### src/rtl/fetch_pkg.sv
// Shared definitions for the IF/ID fetch queue: datapath width, the value
// driven on the ID outputs when no entry is valid, and the fetch-entry layout.
package fetch_pkg;

  localparam int FETCH_W = 32;

  // Value presented on the ID outputs when the queue has nothing valid.
  localparam logic [FETCH_W-1:0] NOP_INSTR = 32'h0000_0000;

  // One fetched item as it travels from IF to ID.
  typedef struct packed {
    logic [FETCH_W-1:0] pc_plus4;
    logic [FETCH_W-1:0] instruction;
  } fetch_entry_t;

  // Bundle a PC+4 / instruction pair into a fetch entry.
  function automatic fetch_entry_t make_entry(input logic [FETCH_W-1:0] pc_plus4,
                                              input logic [FETCH_W-1:0] instruction);
    fetch_entry_t e;
    e.pc_plus4    = pc_plus4;
    e.instruction = instruction;
    return e;
  endfunction

endpackage

### src/rtl/fetch_queue_mem.sv
// Storage for the fetch queue: DEPTH x W register array with one synchronous
// write port and one asynchronous read port. Reset clears every entry.
module fetch_queue_mem #(
  parameter int DEPTH = 4,
  parameter int W     = 64
) (
  input  logic                     clk,
  input  logic                     rst,
  input  logic                     we,
  input  logic [$clog2(DEPTH)-1:0] waddr,
  input  logic [W-1:0]             wdata,
  input  logic [$clog2(DEPTH)-1:0] raddr,
  output logic [W-1:0]             rdata
);

  logic [W-1:0] mem_reg [DEPTH];

  // Clear all entries on reset, otherwise write the addressed entry.
  always_ff @(posedge clk) begin
    if (rst) begin
      for (int i = 0; i < DEPTH; i++) begin
        mem_reg[i] <= '0;
      end
    end else if (we) begin
      mem_reg[waddr] <= wdata;
    end
  end

  // Head entry is read combinationally so ID sees it the cycle after the write.
  assign rdata = mem_reg[raddr];

endmodule

### src/rtl/if_id_fetch_queue.sv
// IF -> ID decoupling FIFO. Captures {pc_plus4, instruction} fetches, presents
// the oldest one to ID, back-pressures IF via full and empties on flush.
// Optional build macro: IF_ID_QUEUE_BYPASS_EN -- when defined, a fetch that
// arrives at an empty queue while ID can accept is forwarded combinationally
// to the ID outputs in the same cycle and is not stored.
module if_id_fetch_queue
  import fetch_pkg::*;
#(
  parameter int N     = FETCH_W,
  parameter int DEPTH = 4
) (
  input  logic                     clk,
  input  logic                     rst,
  input  logic                     flush,
  input  logic                     if_valid,
  input  logic [N-1:0]             if_pc_plus4,
  input  logic [N-1:0]             if_instruction,
  input  logic                     id_stall,
  output logic                     full,
  output logic                     empty,
  output logic [$clog2(DEPTH):0]   count,
  output logic                     id_valid,
  output logic [N-1:0]             id_pc_plus4,
  output logic [N-1:0]             id_instruction
);

  localparam int PW = $clog2(DEPTH);
  localparam int CW = PW + 1;

  logic [PW-1:0] wr_ptr_reg;
  logic [PW-1:0] rd_ptr_reg;
  logic [CW-1:0] count_reg;
  logic          push;
  logic          pop;
  logic [2*N-1:0] head;

  // Status decodes only from registered occupancy, so full has no input path.
  assign full  = (count_reg == CW'(DEPTH));
  assign empty = (count_reg == '0);
  assign count = count_reg;

  // An entry leaves only when it was actually presented (queue non-empty).
  assign pop = ~empty & ~id_stall & ~flush;

`ifdef IF_ID_QUEUE_BYPASS_EN
  logic bypass;

  // Empty queue and a ready ID: hand the fetch straight through, skip storage.
  assign bypass         = empty & if_valid & ~id_stall & ~flush;
  assign push           = if_valid & ~full & ~flush & ~bypass;
  assign id_valid       = ~empty | bypass;
  assign id_pc_plus4    = bypass ? if_pc_plus4    : (empty ? N'(NOP_INSTR) : head[2*N-1:N]);
  assign id_instruction = bypass ? if_instruction : (empty ? N'(NOP_INSTR) : head[N-1:0]);
`else
  // Registered-only ID path: a fetch is visible one cycle after it is written.
  assign push           = if_valid & ~full & ~flush;
  assign id_valid       = ~empty;
  assign id_pc_plus4    = empty ? N'(NOP_INSTR) : head[2*N-1:N];
  assign id_instruction = empty ? N'(NOP_INSTR) : head[N-1:0];
`endif

  // Pointer and occupancy update; reset beats flush, flush beats push/pop.
  always_ff @(posedge clk) begin
    if (rst || flush) begin
      wr_ptr_reg <= '0;
      rd_ptr_reg <= '0;
      count_reg  <= '0;
    end else begin
      if (push) wr_ptr_reg <= wr_ptr_reg + 1'b1;
      if (pop)  rd_ptr_reg <= rd_ptr_reg + 1'b1;
      count_reg <= count_reg + CW'(push) - CW'(pop);
    end
  end

  fetch_queue_mem #(
    .DEPTH (DEPTH),
    .W     (2 * N)
  ) u_mem (
    .clk   (clk),
    .rst   (rst),
    .we    (push),
    .waddr (wr_ptr_reg),
    .wdata ({if_pc_plus4, if_instruction}),
    .raddr (rd_ptr_reg),
    .rdata (head)
  );

endmodule

### config.mk
export PLATFORM = sky130hd
export DESIGN_NAME = if_id_fetch_queue
export DESIGN_NICKNAME = d
export VERILOG_FILES = /design/src/rtl/fetch_pkg.sv /design/src/rtl/fetch_queue_mem.sv /design/src/rtl/if_id_fetch_queue.sv
export SDC_FILE = /design/constraint.sdc
export NUM_CORES = 1
export LEC_CHECK = 0
export CORE_MARGIN = 8
export CORE_UTILIZATION = 29
export CTS_BUF_LIST = sky130_fd_sc_hd__clkbuf_8
export DETAILED_ROUTE_END_ITERATION = 7
export PLACE_DENSITY_LB_ADDON = 0.05
export REMOVE_ABC_BUFFERS = 1
export SYNTH_ARGS = -nofsm -noshare
export SYNTH_HDL_FRONTEND = slang
export SYNTH_HIERARCHICAL = 1
export SYNTH_SLANG_ARGS = --single-unit
### constraint.sdc
create_clock -name clk -period 5.7 [get_ports clk]
set_input_delay 0.57 -clock clk [delete_from_list [all_inputs] [get_ports clk]]
set_output_delay 0.57 -clock clk [all_outputs]
set_load 0.03 [all_outputs]
==> flow_metrics.tcl, run 1 <==
set metrics [dict create \
    pin_count 139 \
    n_fill_cell 3886 \
    worst_pin_slew_ns 1.044 \
    multiInputGateArea_um2 3811 \
    synth-compound-area-share 0.004833 \
    finalSetupTns_ns 0 \
    period_share 0.6863 \
    setup_viol 0 \
    crit_path_start_kind "register" \
    syn_area_um2 11910 \
    io_buffer_count 138 \
    ctsLongestPathBuffers 3 \
    maxCapViolCount 0 \
    clock_latency_ns 0.59 \
    antenna_found_initial 1 \
    postSynth.asyncResetShare 0 \
    layout_common_cells "301 x and2_1, 256 x edfxtp_1, 138 x clkdlybuf4s50_1" \
    synth.distinct_cells 30 \
    pwr_density_cell_nw_per_um2 284.2 \
    final_common_cell "and2_1" \
    syn_avg_cell_area_um2 16.16 \
    met2_usage 0.2278 \
    die_h_um 218.6 \
    drcViolationCount 0 \
    routed_wl_mm 33.21 \
    ys.flop_type "edfxtp_1" \
    finalNetCount 967 \
    critPathCaptureType "output pin" \
    dr_total_vias 6717 \
    finalMaxSlewViolations 0 \
    p_leak_uw 0.005239 \
    drive_gt1_frac 0.1805 \
    htree_levels 2 \
    critPathRequiredTime_ns 5.13 \
    p_sw_uw 998.0 \
    cts_inserted_buffers 49 \
    grt_pass1_wl_mm 48.90 \
    top_usage_layer "met2" \
    die_w_um 218.6 \
    arrival_ns 3.34 \
    grt_max_degree 67 \
    hpwl_mm 18.19 \
    grt_overflow_total 0 \
    p_int_uw 3185 \
    worstSetupPathType "reg -> out" \
    clock-sinks 263 \
    cts_tree "yes" \
    largest_register_ffs 256 \
    timing.hold.ws_ns 0.5982 \
    synthCells 737 \
    finClkSkew_ns 0.01145 \
    wl_per_cell_um 22.68 \
    cts_resized 0 \
    dieArea_um2 47810 \
    relSlewSlack 0.3040 \
    syn_to_final_growth_pct 23.57 \
    ys_seq_area_frac 0.6573 \
    num_rows 74 \
    status "finished, final reports clean" \
    yosysWarnings 6 \
    fmax_mhz 255.6 \
    rsz0062_at_grt "false" \
    synth_edf_count 256 \
    regArea_um2 7835 \
    pwr-share-comb 0.081 \
    clkTransAtPathRegs_ns 0.06 \
    synth_xor_area_frac 0.001471 \
    post-route-min-period_ns 3.912 \
    groute.usage.overall 0.1393 \
    synth_mux_area_frac 0.1227 \
    place_congestion 0.7040 \
    routed_via_density 4.588 \
    crit_path_max_fanout 28 \
    ant_nets 0 \
    p_seq_frac 0.536 \
    dr.first_iter.drc_count 396 \
    hold_buffers 0 \
    synthSimpleGateAreaFrac 0.1838 \
    clkPwrFrac 0.384 \
    ir_worst_vdd_mv 0.1279 \
    dr.pass1.iters 4 \
    start_util 0.2930 \
    ys_seq_elements 263 \
    grt_pass1_vias 7400 \
    synth_adder_area_share 0.003782 \
    grt.met1_usage 0.1803 \
    p_sw_frac 0.2386 \
    postCtsSetupBuffers 0 \
    core_region_area_um2 40650 \
    hp-class "reg -> reg" \
    cts_root_buf "clkbuf_8" \
    report.final.hold_viol_count 0 \
    grtUsageMet3 0.03042 \
    synth_top_family_by_area "simple AND/OR/NAND/NOR gates" \
]
layer usage:
| metal | part of all wire | wire [um] |
|---|---|---|
| met5 | 0.00039 | 13 |
| met4 | 0.024 | 791 |
| met3 | 0.047 | 1563 |
| met2 | 0.48 | 15880 |
| met1 | 0.45 | 14960 |
power by group through the flow:
stage	sequential, uW	clock, uW	combinational, uW
after floorplan	2280	0	159
after global placement	2280	0	345
after detailed placement	2280	0	347
after CTS	2240	1680	348
after global routing	2250	1760	364
final	2240	1610	337
metrics by stage:
stage,worst slack (ns),instances,area (um2),total power [uW],utilization
floorplan,0.5904,689,11620,2439,-
global placement,2.304,1376,13870,2621,0.3412
detailed placement,2.313,1376,13870,2628,0.3412
CTS,1.621,1463,14710,4272,0.3620
global route,1.542,1463,14710,4378,0.3620
finish,1.788,1464,14720,4183,0.3620
final timing paths:
| kind | start | endpoint | slack, ns | cells after the start |
|---|---|---|---|---|
| setup / recovery | rd_ptr_reg[0] | id_pc_plus4[2] | 1.79 | 4 |
| hold / removal | count[2] | count[2] | 0.60 | 2 |
| setup reg to reg | count[1] | count[2] | 2.76 | 10 |
| hold reg to reg | count[2] | count[2] | 0.60 | 2 |
worst max-delay path: stages (launching register included):
cell	delay (ns)
dfxtp_4	0.76
buf_4	0.57
mux4_2	0.60
and2_1	0.16
clkdlybuf4s50_1	0.61
kinds of logic (layout without fill, tap and decap cells):
kind of cell / Yosys count / in the layout
xor gates and xnor gates: 2 / 2
buffers and inverters: 54 / 248
other: 0 / 1
adders and majority gates: 3 / 3
and+or+nand+nor: 341 / 341
muxes: 66 / 66
DFF: 263 / 263
AOI/OAI and AO/OA: 8 / 8
Yosys cell counts, types with 2 or more instances:
| library cell | number | area [um2] |
|---|---|---|
| or3_1 | 4 | 25.02 |
| clkbuf_1 | 7 | 26.28 |
| o21bai_1 | 2 | 15.01 |
| and4bb_1 | 2 | 25.02 |
| inv_1 | 6 | 22.52 |
| a31o_2 | 2 | 17.52 |
| mux4_2 | 64 | 1441 |
| nor3b_1 | 3 | 22.52 |
| edfxtp_1 | 256 | 7687 |
| mux2i_1 | 2 | 20.02 |
| nor3_1 | 2 | 10.01 |
| a21boi_0 | 2 | 15.01 |
| xnor2_1 | 2 | 17.52 |
| buf_6 | 7 | 78.83 |
| and2_1 | 301 | 1883 |
| clkbuf_2 | 19 | 95.09 |
| buf_4 | 6 | 45.04 |
| o21ai_0 | 2 | 10.01 |
| nand2_1 | 3 | 11.26 |
| ha_1 | 2 | 25.02 |
| buf_2 | 8 | 40.04 |
| and2_2 | 21 | 157.7 |
| dfxtp_1 | 7 | 140.1 |
final cells by class:
type,count,area share
Clock inverter,36,0.009693
Antenna cell,1,0.0001701
Clock buffer,51,0.04770
Inverter,6,0.001530
Tap cell,532,0.04523
Sequential cell,263,0.5324
Timing Repair Buffer,155,0.1042
Multi-Input combinational cell,420,0.2590
Power figures use the tool's default switching activity.
==> run 2: changes to the inputs <==
clock period = 3.75 ns   (was 5.7 ns; I/O delays follow)
==> flow_metrics.tcl, run 2 (synthesis gave the netlist of run 1 again) <==
set metrics [dict create \
    pwr_density_cell_nw_per_um2 434.9 \
    holdPathStages 2 \
    antenna_found_initial 2 \
    n_fill_cell 3847 \
    die_w_um 218.6 \
    min_to "u_mem/mem_reg[2][3]" \
    hold_buffers 0 \
    hp-class "in -> reg" \
    finalNetCount 975 \
    ir_worst_vdd_mv 0.1950 \
    cts_inserted_buffers 49 \
    rr_endpoint "count[2]" \
    cts_tree "yes" \
    critPathCaptureType "output pin" \
    clock-sinks 263 \
    post-place-cells 1383 \
    dr.pass1.iters 4 \
    r2r_setup_slack_ns 1.08 \
    groute.usage.overall 0.1373 \
    die_h_um 218.6 \
    num_rows 74 \
    dr_total_vias 6686 \
    dieArea_um2 47810 \
    fmax_mhz 302.5 \
    routed_via_density 4.570 \
    final_common_cell "and2_1" \
    r2r-start "count[1]" \
    report.final.hold_viol_count 0 \
    top_usage_layer "met2" \
    p_total_uw 6437 \
    hpwl_mm 18.84 \
    dp_slack_ns 0.7394 \
    hold_path.startpoint "if_instruction[3]" \
    start_util 0.2930 \
    finalSetupTns_ns 0 \
    largest_register_ffs 256 \
    rsz0062_at_grt "false" \
    clkTransAtPathRegs_ns 0.06 \
    finClkSkew_ns 0.02153 \
    status "finished, final reports clean" \
    timing.hold.ws_ns 0.4888 \
    worstSetupPathType "reg -> out" \
    drcViolationCount 0 \
    critPathRequiredTime_ns 3.38 \
    finalMaxSlewViolations 0 \
    maxCapViolCount 0 \
    met2_usage 0.2282 \
    grt_pass1_wl_mm 48.23 \
    grt_pass1_vias 7557 \
    cts_root_buf "clkbuf_8" \
    pin_count 139 \
    relSlewSlack 0.5640 \
    post-route-min-period_ns 3.306 \
    io_buffer_count 138 \
    grt_max_degree 44 \
    place_congestion 0.6852 \
    crit_path_max_fanout 18 \
    ctsLongestPathBuffers 3 \
    layout_common_cells "301 x and2_1, 256 x edfxtp_1, 138 x clkdlybuf4s50_1" \
    ant_nets 0 \
    dr.first_iter.drc_count 348 \
    htree_levels 2 \
    core_region_area_um2 40650 \
    grtUsageMet3 0.03512 \
    arrival_ns 2.93 \
    reg2reg_depth 10 \
    worst_pin_slew_ns 0.6541 \
    grt.met1_usage 0.1750 \
    crit_path_start_kind "register" \
    setup_viol 0 \
    drive_gt1_frac 0.1905 \
    wl_per_cell_um 22.62 \
    period_share 0.8816 \
    syn_to_final_growth_pct 24.28 \
    fin_ws_ns 0.4442 \
    clock_latency_ns 0.60 \
    grt_overflow_total 0 \
    p_leak_uw 0.005274 \
    final_cells 1463 \
    routed_wl_mm 33.09 \
]
[run 2: worst max-delay path by stage]
stage | slack [ns] | startpoint | to
detailed placement | 0.74 | rd_ptr_reg[0] | id_instruction[4]
global placement | 0.74 | rd_ptr_reg[0] | id_instruction[23]
global route | 0.25 | rd_ptr_reg[0] | id_instruction[4]
floorplan | -1.36 | count[1] | u_mem/mem_reg[0][0]
finish | 0.44 | rd_ptr_reg[0] | id_pc_plus4[5]
CTS | 0.05 | rd_ptr_reg[0] | id_instruction[4]
[run 2: metrics by stage]
step | util | instance area [um2]
CTS | 0.3635 | 14780
detailed placement | 0.3428 | 13930
finish | 0.3641 | 14800
global placement | 0.3428 | 13930
global route | 0.3640 | 14800
floorplan | - | 11620
[run 2: area by class of cell]
| cell class | instances | area (um2) | share of cell area |
|---|---|---|---|
| clock buffers | 49 | 674.4 | 0.04557 |
| flip-flops and latches | 263 | 7835 | 0.5294 |
| clock inverters | 28 | 168.9 | 0.01141 |
| inverters | 6 | 22.52 | 0.001522 |
| well taps | 532 | 665.6 | 0.04497 |
| multi-input cells | 420 | 3810 | 0.2574 |
| diodes | 2 | 5.005 | 0.0003382 |
| repair buffers | 163 | 1619 | 0.1094 |
[run 2: metal layers]
layer / vias to the layer above / part of all wire
met4: 2 / 0.021
li1: 3003 / -
met1: 3458 / 0.45
met3: 64 / 0.053
met2: 159 / 0.48
met5: - / 0.00039
[run 2: worst max-delay path, cell delays in order (launching register included)]
cell and delay (ns):
dfxtp_4 0.64, buf_4 0.37, mux4_2 0.55, and2_1 0.16, clkdlybuf4s50_1 0.59
[run 2: repair_timing]
| action | in CTS | in global routing |
|---|---|---|
| setup buffers | 0 | 1 |
| endpoints found under the setup margin | 0 | 4 |
| gates resized for setup | 0 | 0 |
| hold endpoints to repair | 0 | 0 |
[run 2: report_power, final]
group | internal, uW | switching [uW]
clock network | 1330 | 1180
registers | 3370 | 37.6
logic | 232 | 285
total | 4930 | 1510
